`src/rtl/cmd_parser_pkg.sv`:
```
// cmd_pkg: shared definitions for the ASCII command parser.
//   cmd_t      - command codes handed to the coprocessor (CMD_NONE = nothing pending)
//   state_t    - parser states
//   MN_*       - two-character mnemonics, first character in the upper byte
//   lookup_cmd - maps a two-byte mnemonic to its command, CMD_NONE on a miss
package cmd_pkg;

    localparam int CMD_CODE_W = 3;

    typedef enum logic [CMD_CODE_W-1:0] {
        CMD_NONE   = 3'd0,
        CMD_READ_A = 3'd1,
        CMD_READ_B = 3'd2,
        CMD_SUM    = 3'd3,
        CMD_AVG    = 3'd4,
        CMD_CLEAR  = 3'd5
    } cmd_t;

    typedef enum logic [1:0] {
        IDLE,
        ISSUE,
        EXEC
    } state_t;

    localparam logic [15:0] MN_READ_A = "ra";
    localparam logic [15:0] MN_READ_B = "rb";
    localparam logic [15:0] MN_SUM    = "su";
    localparam logic [15:0] MN_AVG    = "av";
    localparam logic [15:0] MN_CLEAR  = "cl";

    function automatic cmd_t lookup_cmd(input logic [7:0] first, input logic [7:0] second);
        case ({first, second})
            MN_READ_A: return CMD_READ_A;
            MN_READ_B: return CMD_READ_B;
            MN_SUM:    return CMD_SUM;
            MN_AVG:    return CMD_AVG;
            MN_CLEAR:  return CMD_CLEAR;
            default:   return CMD_NONE;
        endcase
    endfunction

endpackage

```
`src/rtl/cmd_parser_timeout.sv`:
```
// cmd_timeout: inter-byte idle counter.
//   clk, rst  - clock, synchronous active-high reset
//   enable    - count only while high; the counter is held at 0 otherwise
//   restart   - a byte was accepted this cycle; counter restarts, no expiry
//   expire    - one-cycle pulse in the TIMEOUT_CYCLES-th consecutive idle cycle
// TIMEOUT_CYCLES = 0 disables the block (expire never fires).
module cmd_timeout #(
    parameter int unsigned TIMEOUT_CYCLES = 1_000_000
) (
    input  logic clk,
    input  logic rst,
    input  logic enable,
    input  logic restart,
    output logic expire
);

    localparam int unsigned CW = (TIMEOUT_CYCLES > 1) ? $clog2(TIMEOUT_CYCLES) : 1;
    localparam logic [CW-1:0] LAST = (TIMEOUT_CYCLES > 0) ? CW'(TIMEOUT_CYCLES - 1) : '0;

    logic [CW-1:0] count;

    // The count holds the number of idle cycles already seen, so the cycle in
    // which it shows TIMEOUT_CYCLES-1 is the last one of the idle window.
    assign expire = (TIMEOUT_CYCLES != 0) && enable && !restart && (count == LAST);

    always_ff @(posedge clk) begin
        if (rst || !enable || restart || expire) begin
            count <= '0;
        end else begin
            count <= count + 1'b1;
        end
    end

endmodule

```
`src/rtl/cmd_parser.sv`:
```
// cmd_parser: collects UART bytes into a two-character mnemonic, decodes it on
// the terminator and offers the command to the coprocessor.
//   clk, rst          - clock, synchronous active-high reset
//   rx_byte, rx_valid - received byte and its one-cycle strobe
//   coprocessor_busy  - coprocessor is executing the accepted command
//   cmd_ready         - coprocessor takes the offered command this cycle
//   cmd, cmd_valid    - decoded command and its valid flag (CMD_NONE when idle)
//   cmd_error         - one-cycle pulse on a malformed line or a timeout flush
//   overrun           - sticky: a byte arrived while not in IDLE and was dropped
module cmd_parser
    import cmd_pkg::*;
#(
    parameter logic [7:0]  TERM           = 8'h0A,
    parameter bit          IGNORE_CR      = 1'b1,
    parameter int unsigned TIMEOUT_CYCLES = 1_000_000,
    parameter int          CMD_W          = 3
) (
    input  logic             clk,
    input  logic             rst,
    input  logic [7:0]       rx_byte,
    input  logic             rx_valid,
    input  logic             coprocessor_busy,
    input  logic             cmd_ready,
    output logic [CMD_W-1:0] cmd,
    output logic             cmd_valid,
    output logic             cmd_error,
    output logic             overrun
);

    state_t     state;
    state_t     state_next;
    cmd_t       cmd_q;
    cmd_t       match;
    logic [7:0] buf0;
    logic [7:0] buf1;
    logic [1:0] cnt;
    logic       guard;
    logic       err_q;
    logic       overrun_q;
    logic       byte_in;
    logic       accept;
    logic       is_term;
    logic       term_hit;
    logic       term_bad;
    logic       expire;

    // An ignored CR is invisible to the parser: it neither fills the buffer
    // nor restarts the idle counter.
    assign byte_in  = rx_valid && !(IGNORE_CR && (rx_byte == 8'h0D));
    assign accept   = (state == IDLE) && byte_in;
    assign is_term  = (rx_byte == TERM);
    assign match    = lookup_cmd(buf0, buf1);
    assign term_hit = accept && is_term && (cnt == 2'd2) && (match != CMD_NONE);
    assign term_bad = accept && is_term && (cnt != 2'd0) && !term_hit;

    cmd_timeout #(
        .TIMEOUT_CYCLES(TIMEOUT_CYCLES)
    ) u_timeout (
        .clk    (clk),
        .rst    (rst),
        .enable ((state == IDLE) && (cnt != 2'd0)),
        .restart(accept),
        .expire (expire)
    );

    always_ff @(posedge clk) begin
        if (rst) begin
            state <= IDLE;
        end else begin
            state <= state_next;
        end
    end

    // guard marks the first EXEC cycle, where busy may not yet reflect the
    // command that was just handed over.
    always_comb begin
        state_next = state;
        case (state)
            IDLE:    if (term_hit) state_next = ISSUE;
            ISSUE:   if (cmd_ready) state_next = EXEC;
            EXEC:    if (!guard && !coprocessor_busy) state_next = IDLE;
            default: state_next = IDLE;
        endcase
    end

    always_comb begin
        cmd_valid = 1'b0;
        cmd       = CMD_W'(CMD_NONE);
        case (state)
            ISSUE: begin
                cmd_valid = 1'b1;
                cmd       = CMD_W'(cmd_q);
            end
            EXEC:    cmd = CMD_W'(cmd_q);
            default: ;
        endcase
    end

    assign cmd_error = err_q;
    assign overrun   = overrun_q;

    // cnt saturates at 3 so an over-long mnemonic is remembered until the
    // terminator without storing the extra bytes.
    always_ff @(posedge clk) begin
        if (rst) begin
            buf0      <= '0;
            buf1      <= '0;
            cnt       <= '0;
            guard     <= 1'b0;
            err_q     <= 1'b0;
            overrun_q <= 1'b0;
            cmd_q     <= CMD_NONE;
        end else begin
            err_q <= term_bad || expire;
            guard <= (state == ISSUE) && cmd_ready;
            if (rx_valid && (state != IDLE)) begin
                overrun_q <= 1'b1;
            end
            if (term_hit) begin
                cmd_q <= match;
            end
            if (accept) begin
                if (is_term) begin
                    cnt <= 2'd0;
                end else begin
                    case (cnt)
                        2'd0: begin
                            buf0 <= rx_byte;
                            cnt  <= 2'd1;
                        end
                        2'd1: begin
                            buf1 <= rx_byte;
                            cnt  <= 2'd2;
                        end
                        2'd2:    cnt <= 2'd3;
                        default: ;
                    endcase
                end
            end else if (expire) begin
                cnt <= 2'd0;
            end
        end
    end

endmodule

```
`config.mk`:
```
export PLATFORM = sky130hd
export DESIGN_NAME = cmd_parser
export DESIGN_NICKNAME = d
export VERILOG_FILES = /design/src/rtl/cmd_parser_pkg.sv /design/src/rtl/cmd_parser_timeout.sv /design/src/rtl/cmd_parser.sv
export SDC_FILE = /design/constraint.sdc
export NUM_CORES = 1
export LEC_CHECK = 0
export ABC_CLOCK_PERIOD_IN_PS = 2200
export BUFFER_PORTS_ARGS = -buffer_cell sky130_fd_sc_hd__buf_2
export CAP_MARGIN = 20
export CORE_MARGIN = 8
export CORE_UTILIZATION = 59
export CTS_BUF_LIST = sky130_fd_sc_hd__clkbuf_16
export DETAILED_ROUTE_END_ITERATION = 16
export PLACE_DENSITY = 0.79
export RECOVER_POWER = 25
export SYNTH_ARGS = -nofsm -noshare
export SYNTH_HDL_FRONTEND = slang
export SYNTH_SLANG_ARGS = --single-unit
```
`constraint.sdc`:
```
create_clock -name clk -period 2.2 [get_ports clk]
set_input_delay 0.11 -clock clk [delete_from_list [all_inputs] [get_ports clk]]
set_output_delay 0.11 -clock clk [all_outputs]
set_load 0.05 [all_outputs]
```
==> results.toml, run 1 <==
[logic_synthesis]
ys_top_cells_by_count = "46 x dfxtp_1, 36 x nor2_1, 17 x mux2i_1"
synth.avg_cell_area_um2 = 9.14
synth_cells = 257
ys_ff_latch = 46
synth-async-reset-ratio = 0
synthTopCellsByArea = "dfxtp_1 39%, mux2i_1 7.2%, nor2_1 5.8%"
synth.most_common_cell = "dfxtp_1"
synth_top_cell_area_share = 0.392
synth_nets = 278
ys_seq_area_frac = 0.392
synth_edf_count = 0
yosys_warnings = 0
synth_largest_area_cell = "dfxtp_1"
synthFlopType = "dfxtp_1"
netlist_area_mm2 = 0.00235
synth_cell_types = 47

[clock_tree]
cts_buffers = 5
ctsResizeCount = 0
cts_buffer_depth = 2
clk_pin_slew_ns = 0.06
htreeDepth = 2
cts_num_sinks = 46
hold_buffers = 0
tritoncts = "done"
cts-root-buf = "clkbuf_16"
clock_latency_ns = 0.29
post-cts-setup-buffer-count = 0

[die]
core_mm2 = 0.00391
fp-row-count = 23
initial_core_util = 0.600
io_pins = 19
die_h_um = 79.1
die-area_mm2 = 0.00626
die_w_um = 79.1

[timing]
hold_violations = 0
tns_ns = 0
fin_crit_ns = 1.81
rsz0062_at_grt = "no"
setup_viol = 0
relSlewSlack = 0.602
setup_ws_ns = 0.392
max_freq_mhz = 553
slew_viol_final = 0
finClkSkew_ns = 0.00499
worst_pin_slew_ns = 0.599
fin_crit_sh = 0.822

[final_layout]
areaGrowthSynthToFinish_pct = 12.2
nets = 299
design_area_mm2 = 0.00264
fillers = 342
n_antenna_cell = 0
drive_gt1_frac = 0.136

[critical_path]
crit_arrival_ns = 1.98
critPathKind = "reg -> reg"
critPathLaunchType = "flop"
path_max_fanout = 8
ff2ff_setup_slack_ns = 0.39
crit_chain = "inv_1 -> ha_1 -> and2_0 -> clkbuf_1 -> nand3_4 -> mux2i_1 -> nor2_1"
slowest_delay_ns = 0.33
required_ns = 2.37
critPathSlowestCell = "dfxtp_1"
endpoint_kind = "flop"

[grt]
grt-ovfl-total = 0
grt_max_degree = 31
grtUsageTotal = 0.153
grt_pass1_vias = 1735
antenna_found_initial = 0
grt_pass1_wl_um = 7810

[power_and_ir_drop]
power_density_mw_per_mm2 = 699
pwr-share-clk = 0.460
power_frac_seq = 0.470
p_leak_uw = 0.000990
p_total_uw = 1840
switching_share = 0.216
ir_drop_mv = 0.562
power_frac_comb = 0.070
p_int_uw = 1450
power.switching_uw = 398

[placed_design]
io_buffers = 18
hpwl_um = 3220
place_ws_ns = 0.434
placed_area_mm2 = 0.00248
finalWeightedCongestion = 0.848

[run]
max_cap_viol_count = 0

[drt]
viasPerCell = 5.47
vias = 1799
drc_errors = 0
drt_iter0_markers = 87
ant_nets = 0
detail_route.wl_per_cell_um = 13.4
first_pass_iters = 4
wl_um = 4410

[status]
status = "completed"

[min_path]
min_path_type = "in -> reg"
## layout make-up
cell class	count	area, µm²	share of cell area
Timing Repair Buffer	20	93.8	0.0356
Clock buffer	5	125	0.0474
Multi-Input combinational cell	195	1350	0.513
Inverter	10	37.5	0.0142
Clock inverter	3	43.8	0.0166
Sequential cell	46	921	0.349
Tap cell	50	62.6	0.0237
## registers in the layout, summed over array words and instances (netlist names)
register and flops:
u_timeout.count 20, buf0 8, buf1 8, cmd_q 3, cnt 2, state 2
cmd_error 1, guard 1, overrun 1
## cells by family (layout without fill, tap and decap cells)
group	Yosys count	after routing	share of synthesized area
AO/OA/AOI/OAI	23	23	0.0740
XOR/XNOR	18	18	0.0671
adder cells (fa/ha/maj)	8	8	0.0426
buffers and inverters	16	38	0.0319
flip-flops	46	46	0.392
multiplexers	17	17	0.0724
AND/OR/NAND/NOR	129	129	0.320
## worst max-delay path: cells and delay by family, from the launching register on
| kind | cells | cell delay, ns |
|---|---|---|
| AND/OR/NAND/NOR | 3 | 0.52 |
| flip-flops | 1 | 0.33 |
| adder cells (fa/ha/maj) | 1 | 0.23 |
| buffers and inverters | 2 | 0.41 |
| multiplexers | 1 | 0.20 |
## worst paths after layout
kind                             end  depth (start not counted)                from
setup reg to reg             buf1[0]                          7            state[0]
setup / recovery             buf1[0]                          7            state[0]
hold / removal                 guard                          3           cmd_ready
hold reg to reg   u_timeout.count[0]                          1  u_timeout.count[0]
## cells in the final DEF (no fill, tap or decap), types with 3 or more instances in the layout
cell	instances
nand3_1	12
clkbuf_16	5
xor2_1	6
nor4b_1	5
clkbuf_1	7
nor2_2	8
nor2_1	36
ha_1	8
and3_1	5
nand2_1	12
nand2b_1	7
dfxtp_1	46
inv_1	10
a21oi_1	5
nor4bb_1	4
nand4_1	4
nor2b_1	3
nor3_1	5
xnor2_1	12
buf_2	12
and2_1	7
nand3b_1	4
mux2i_1	17
nor4_1	5
## through the flow
stage | hold slack [ns] | utilization | std cells
floorplan | 0.233 | - | 257
global placement | 0.347 | 0.634 | 321
detailed placement | 0.355 | 0.634 | 321
CTS | 0.0539 | 0.677 | 329
global route | 0.0709 | 0.674 | 329
finish | 0.0555 | 0.674 | 329
## routing by layer
metal / wire length (µm) / vias to the layer above / global-route usage
met5: 0 / - / 0
li1: - / 940 / -
met3: 220 / 5 / 0.0485
met2: 1850 / 28 / 0.228
met4: 66 / 0 / 0.0574
met1: 2270 / 826 / 0.201
## power by group through the flow
stage | registers (µW) | logic, µW | clock network, µW
finish | 867 | 128 | 848
global route | 870 | 142 | 903
CTS | 866 | 130 | 867
detailed placement | 885 | 128 | 0
global placement | 884 | 126 | 0
floorplan | 881 | 97.3 | 0
Power figures use the tool's default switching activity.
==> run 2, diff against run 1 <==
Settings changed: ABC_CLOCK_PERIOD_IN_PS 2200 to 1730.
Clock period 2.2 ns to 1.73 ns, I/O delays scaled along.
==> run 2 against run 1 <==
Compared with the run above: cell count rose by 5.2%; routed wire length increased by 16%; sequential power increased by 27%; fmax grew 6.9%; critical endpoint is now cnt[0]; largest power group unchanged; highest routed layer unchanged.
==> results.toml, run 2 (synthesized netlist as in run 1, its figures left out) <==
[status]
status = "completed"

[die]
io_pins = 19
die-area_mm2 = 0.00626
fp-row-count = 23
die_h_um = 79.1
initial_core_util = 0.600
core_mm2 = 0.00391
die_w_um = 79.1

[grt]
grtUsageTotal = 0.162
grt-ovfl-total = 0
grt_max_degree = 31
grt_pass1_wl_um = 8340
antenna_found_initial = 0
grt_pass1_vias = 1831

[timing]
tns_ns = 0
relSlewSlack = 0.597
finClkSkew_ns = 0.00734
setup_viol = 0
worst_pin_slew_ns = 0.607
fin_crit_sh = 0.978
fin_crit_ns = 1.69
hold_violations = 0
max_freq_mhz = 591
slew_viol_final = 0
setup_ws_ns = 0.0382

[power_and_ir_drop]
p_int_uw = 1690
power_frac_comb = 0.081
power_density_mw_per_mm2 = 785
pwr-share-clk = 0.416
p_leak_uw = 0.00108
power_frac_seq = 0.502
ir_drop_mv = 0.796
power.switching_uw = 507
switching_share = 0.231

[drt]
vias = 1935
viasPerCell = 5.59
drc_errors = 0
drt_iter0_markers = 105
wl_um = 5130
detail_route.wl_per_cell_um = 14.8
first_pass_iters = 4
ant_nets = 0

[clock_tree]
cts_buffers = 5
htreeDepth = 2
cts_buffer_depth = 2
clock_latency_ns = 0.29
tritoncts = "done"
cts_num_sinks = 46
clk_pin_slew_ns = 0.06
cts-root-buf = "clkbuf_16"
hold_buffers = 0

[final_layout]
reg_top3 = "u_timeout.count x20, buf0 x8, buf1 x8"
fin_util = 0.715
n_antenna_cell = 0
drive_gt1_frac = 0.223
layout_commonest_cell = "dfxtp_1"
seq_area_um2 = 921
nets = 317
largest_register_ff_count = 20
multiInputGateArea_mm2 = 0.00142
areaGrowthSynthToFinish_pct = 19.0
stdcell_count = 346
max_flop_register = "u_timeout.count"
fillers = 305
mostFrequentLayoutCells = "46 x dfxtp_1, 36 x nor2_1, 18 x buf_4"

[critical_path]
critPathTopFamily = "simple AND/OR/NAND/NOR gates"
crit_arrival_ns = 1.91
worstRegToRegCells = 5
required_ns = 1.95
reg2reg_from = "u_timeout.count[18]"
endpoint_kind = "flop"
critPathKind = "reg -> reg"
reg2reg_to = "cnt[0]"
slowest_delay_ns = 0.41
crit_chain = "nor4bb_1 -> nand4_1 -> o41a_1 -> a21oi_2 -> mux2i_1"
path_max_fanout = 3
ff2ff_setup_slack_ns = 0.04
critPathSlowestCell = "o41a_1"
critPathLaunchType = "flop"
cp.buffers_inverters = 0

[min_path]
hold_end = "guard"
min_path_type = "in -> reg"
min_path_cells = 3
min_from = "cmd_ready"

[placed_design]
finalWeightedCongestion = 0.858
dp_cells = 333
hpwl_um = 3380
io_buffers = 18
place_ws_ns = -0.00933

[run]
max_cap_viol_count = 0
==> run 2: cell types whose count changed in the layout (fill, tap and decap cells not counted), moves of 2 or more <==
cell	previous run	this run
nand2b_2	0	2
clkbuf_1	7	2
buf_4	1	18
nor4_1	5	2
clkbuf_2	0	2
buf_2	12	14
nor4_2	0	3
==> run 2: routing by layer <==
metal	GRT usage	up-vias	part of all wire
li1	-	973	-
met3	0.0440	4	0.055
met2	0.247	40	0.44
met5	0	-	0
met4	0.0556	0	0.010
met1	0.214	918	0.50
==> run 2: per-stage QoR <==
stage	hold slack (ns)	power [µW]	cell area (µm²)
finish	0.0483	2190	2800
global route	0.0494	2270	2800
CTS	0.0494	2190	2710
detailed placement	0.345	1300	2570
global placement	0.324	1290	2570
floorplan	0.209	1240	2350
==> run 2: final cells by class <==
class / instances / area share
flip-flops and latches: 46 / 0.329
repair buffers: 36 / 0.0796
clock inverters: 2 / 0.00403
multi-input cells: 197 / 0.506
clock buffers: 5 / 0.0447
inverters: 10 / 0.0134
well taps: 50 / 0.0224
==> run 2: what timing repair did <==
item                       in CTS  in global routing
setup endpoints to repair       0                 26
hold endpoints to repair        0                  0
buffers inserted                0                  4
resized for setup               0                 12
==> run 2: how the worst max path moves through the flow <==
stage / from / to / cells after the start
2_1_floorplan: state[0] / u_timeout.count[7] / 9
3_3_place_gp: rx_byte[4] / u_timeout.count[9] / 6
3_5_place_dp: rx_byte[4] / u_timeout.count[3] / 6
4_1_cts: u_timeout.count[0] / cnt[0] / 6
5_1_grt: u_timeout.count[18] / cnt[0] / 5
6_report: u_timeout.count[18] / cnt[0] / 5
==> run 2: power groups by stage <==
stage          sequential [µW]  combinational [µW]  clock [µW]
2_1_floorplan             1120                 124           0
3_3_place_gp              1120                 169           0
3_5_place_dp              1120                 172           0
4_1_cts                   1100                 174         918
5_1_grt                   1110                 198         965
6_report                  1100                 179         913
==> run 2: worst reg2reg max path: cells and delay by family, from the launching register on <==
family             cells  cell delay [ns]
AOI/OAI and AO/OA      2             0.54
DFF                    1             0.37
muxes                  1             0.18
and+or+nand+nor        2             0.54
==> run 3, diff against run 2 <==
Settings changed: CORE_UTILIZATION 59 to 31, PLACE_DENSITY 0.79 to default.
==> run 3 against run 2 <==
Compared with the run above: largest cell class unchanged; hold slack worse by 0.012 ns; critical path type unchanged; clock power up 35%; cell area up 4.1%.
==> results.toml, run 3 (synthesized netlist as in run 1, its figures left out) <==
[clock_tree]
tritoncts = "done"
clk_pin_slew_ns = 0.06
hold_buffers = 0
cts_buffer_depth = 2
cts_num_sinks = 46
clock_latency_ns = 0.29
cts_buffers = 5
cts-root-buf = "clkbuf_16"
htreeDepth = 2

[timing]
worst_pin_slew_ns = 0.615
tns_ns = 0
setup_viol = 0
slew_viol_final = 0
fin_crit_ns = 1.66
max_freq_mhz = 602
hold_violations = 0
setup_ws_ns = 0.0699
relSlewSlack = 0.592
finClkSkew_ns = 0.00583
fin_crit_sh = 0.960

[power_and_ir_drop]
p_int_uw = 1990
p_leak_uw = 0.00111
p_total_uw = 2520
power_density_mw_per_mm2 = 866
power_frac_comb = 0.073
pwr-share-clk = 0.490
power_frac_seq = 0.437
power.switching_uw = 530
ir_drop_mv = 0.336
switching_share = 0.210

[final_layout]
stdcell_count = 394
largest_register_ff_count = 20
max_flop_register = "u_timeout.count"
seq_area_um2 = 921
multiInputGateArea_mm2 = 0.00142
layout_commonest_cell = "dfxtp_1"
design_area_mm2 = 0.00291
drive_gt1_frac = 0.224
fillers = 745
nets = 315
mostFrequentLayoutCells = "46 x dfxtp_1, 36 x nor2_1, 17 x mux2i_1, 17 x buf_4, 16 x buf_2"
reg_top3 = "u_timeout.count x20, buf0 x8, buf1 x8"
areaGrowthSynthToFinish_pct = 23.9
n_antenna_cell = 0

[die]
initial_core_util = 0.322
die_w_um = 103
die_h_um = 103
die-area_mm2 = 0.0106
io_pins = 19
core_mm2 = 0.00729
fp-row-count = 31

[min_path]
hold_end = "guard"
min_from = "cmd_ready"
min_path_type = "in -> reg"
min_path_cells = 3

[drt]
ant_nets = 0
detail_route.wl_per_cell_um = 13.0
first_pass_iters = 4
vias = 1898
viasPerCell = 4.82
wl_um = 5120
drc_errors = 0
drt_iter0_markers = 115

[critical_path]
critPathKind = "reg -> reg"
reg2reg_from = "state[0]"
crit_chain = "inv_1 -> ha_4 -> nand2_1 -> nor4_1 -> nand3_1 -> o21a_1 -> o21ba_1"
critPathSlowestCell = "dfxtp_1"
worstRegToRegCells = 7
reg2reg_to = "cmd_q[1]"
critPathLaunchType = "flop"
ff2ff_setup_slack_ns = 0.07
slowest_delay_ns = 0.33
endpoint_kind = "flop"
crit_arrival_ns = 1.84
path_max_fanout = 4
required_ns = 1.91

[placed_design]
finalWeightedCongestion = 0.805
dp_cells = 384
place_ws_ns = -0.0147
io_buffers = 18
hpwl_um = 3660
placed_area_mm2 = 0.00265

[grt]
grt_pass1_wl_um = 8510
grtUsageTotal = 0.0998
antenna_found_initial = 0
grt_max_degree = 21
grt-ovfl-total = 0
grt_pass1_vias = 1875

[run]
max_cap_viol_count = 0

[status]
status = "completed"
[run 3: cell count changes in the layout (fill, tap and decap cells not counted), sizes merged]
cell | previous run | this run
clkbuf | 9 | 7
bufinv | 0 | 2
nand2b | 10 | 9
clkinv | 0 | 1
inv | 11 | 10
clkinvlp | 1 | 0
buf | 32 | 33
[run 3: metal layers]
metal,share of wire,vias up,routed length [µm],track usage
met4,0.020,0,102,0.0467
met2,0.45,31,2330,0.157
met1,0.49,885,2530,0.129
met3,0.031,10,161,0.0176
met5,0,-,0,0
li1,-,972,-,-
[run 3: timing repair]
action                     4_1_cts  5_1_grt
pin swaps                        0        4
resized for setup                2       10
cloned                           0        1
buffers inserted                 0        1
setup endpoints to repair        1       25
[run 3: cell type report]
class	count	area share
Clock inverter	3	0.0219
Inverter	10	0.0129
Clock buffer	5	0.0430
Sequential cell	46	0.316
Timing Repair Buffer	35	0.0739
Multi-Input combinational cell	196	0.489
Tap cell	99	0.0426
[run 3: worst max-delay path, delay by kind of cell (launching register included)]
family	cells	cell delay (ns)
DFF	1	0.33
and+or+nand+nor	3	0.53
buffers and inverters	1	0.13
AOI/OAI and AO/OA	2	0.39
adders and majority gates	1	0.17
[run 3: how the worst max path moves through the flow]
| stage | start | end | slack [ns] | depth (start not counted) |
|---|---|---|---|---|
| final | state[0] | cmd_q[1] | 0.07 | 7 |
| after global routing | state[0] | cmd_q[0] | -0.02 | 7 |
| after CTS | u_timeout.count[0] | cnt[0] | 0.03 | 6 |
| after detailed placement | u_timeout.count[0] | cnt[0] | -0.01 | 6 |
| after global placement | u_timeout.count[0] | cnt[0] | 0.00004 | 6 |
| after floorplan | state[0] | u_timeout.count[7] | 0.05 | 9 |
[run 3: power by group through the flow]
stage / clock network, µW / logic, µW / registers [µW]
after floorplan: 0 / 124 / 1120
after global placement: 0 / 177 / 1120
after detailed placement: 0 / 181 / 1120
after CTS: 1260 / 182 / 1100
after global routing: 1290 / 205 / 1100
final: 1230 / 185 / 1100
[run 3: per-stage QoR]
step,hold WS [ns],util
after floorplan,0.209,-
after global placement,0.325,0.363
final,0.0368,0.399
after detailed placement,0.333,0.363
after global routing,0.0456,0.399
after CTS,0.0284,0.389
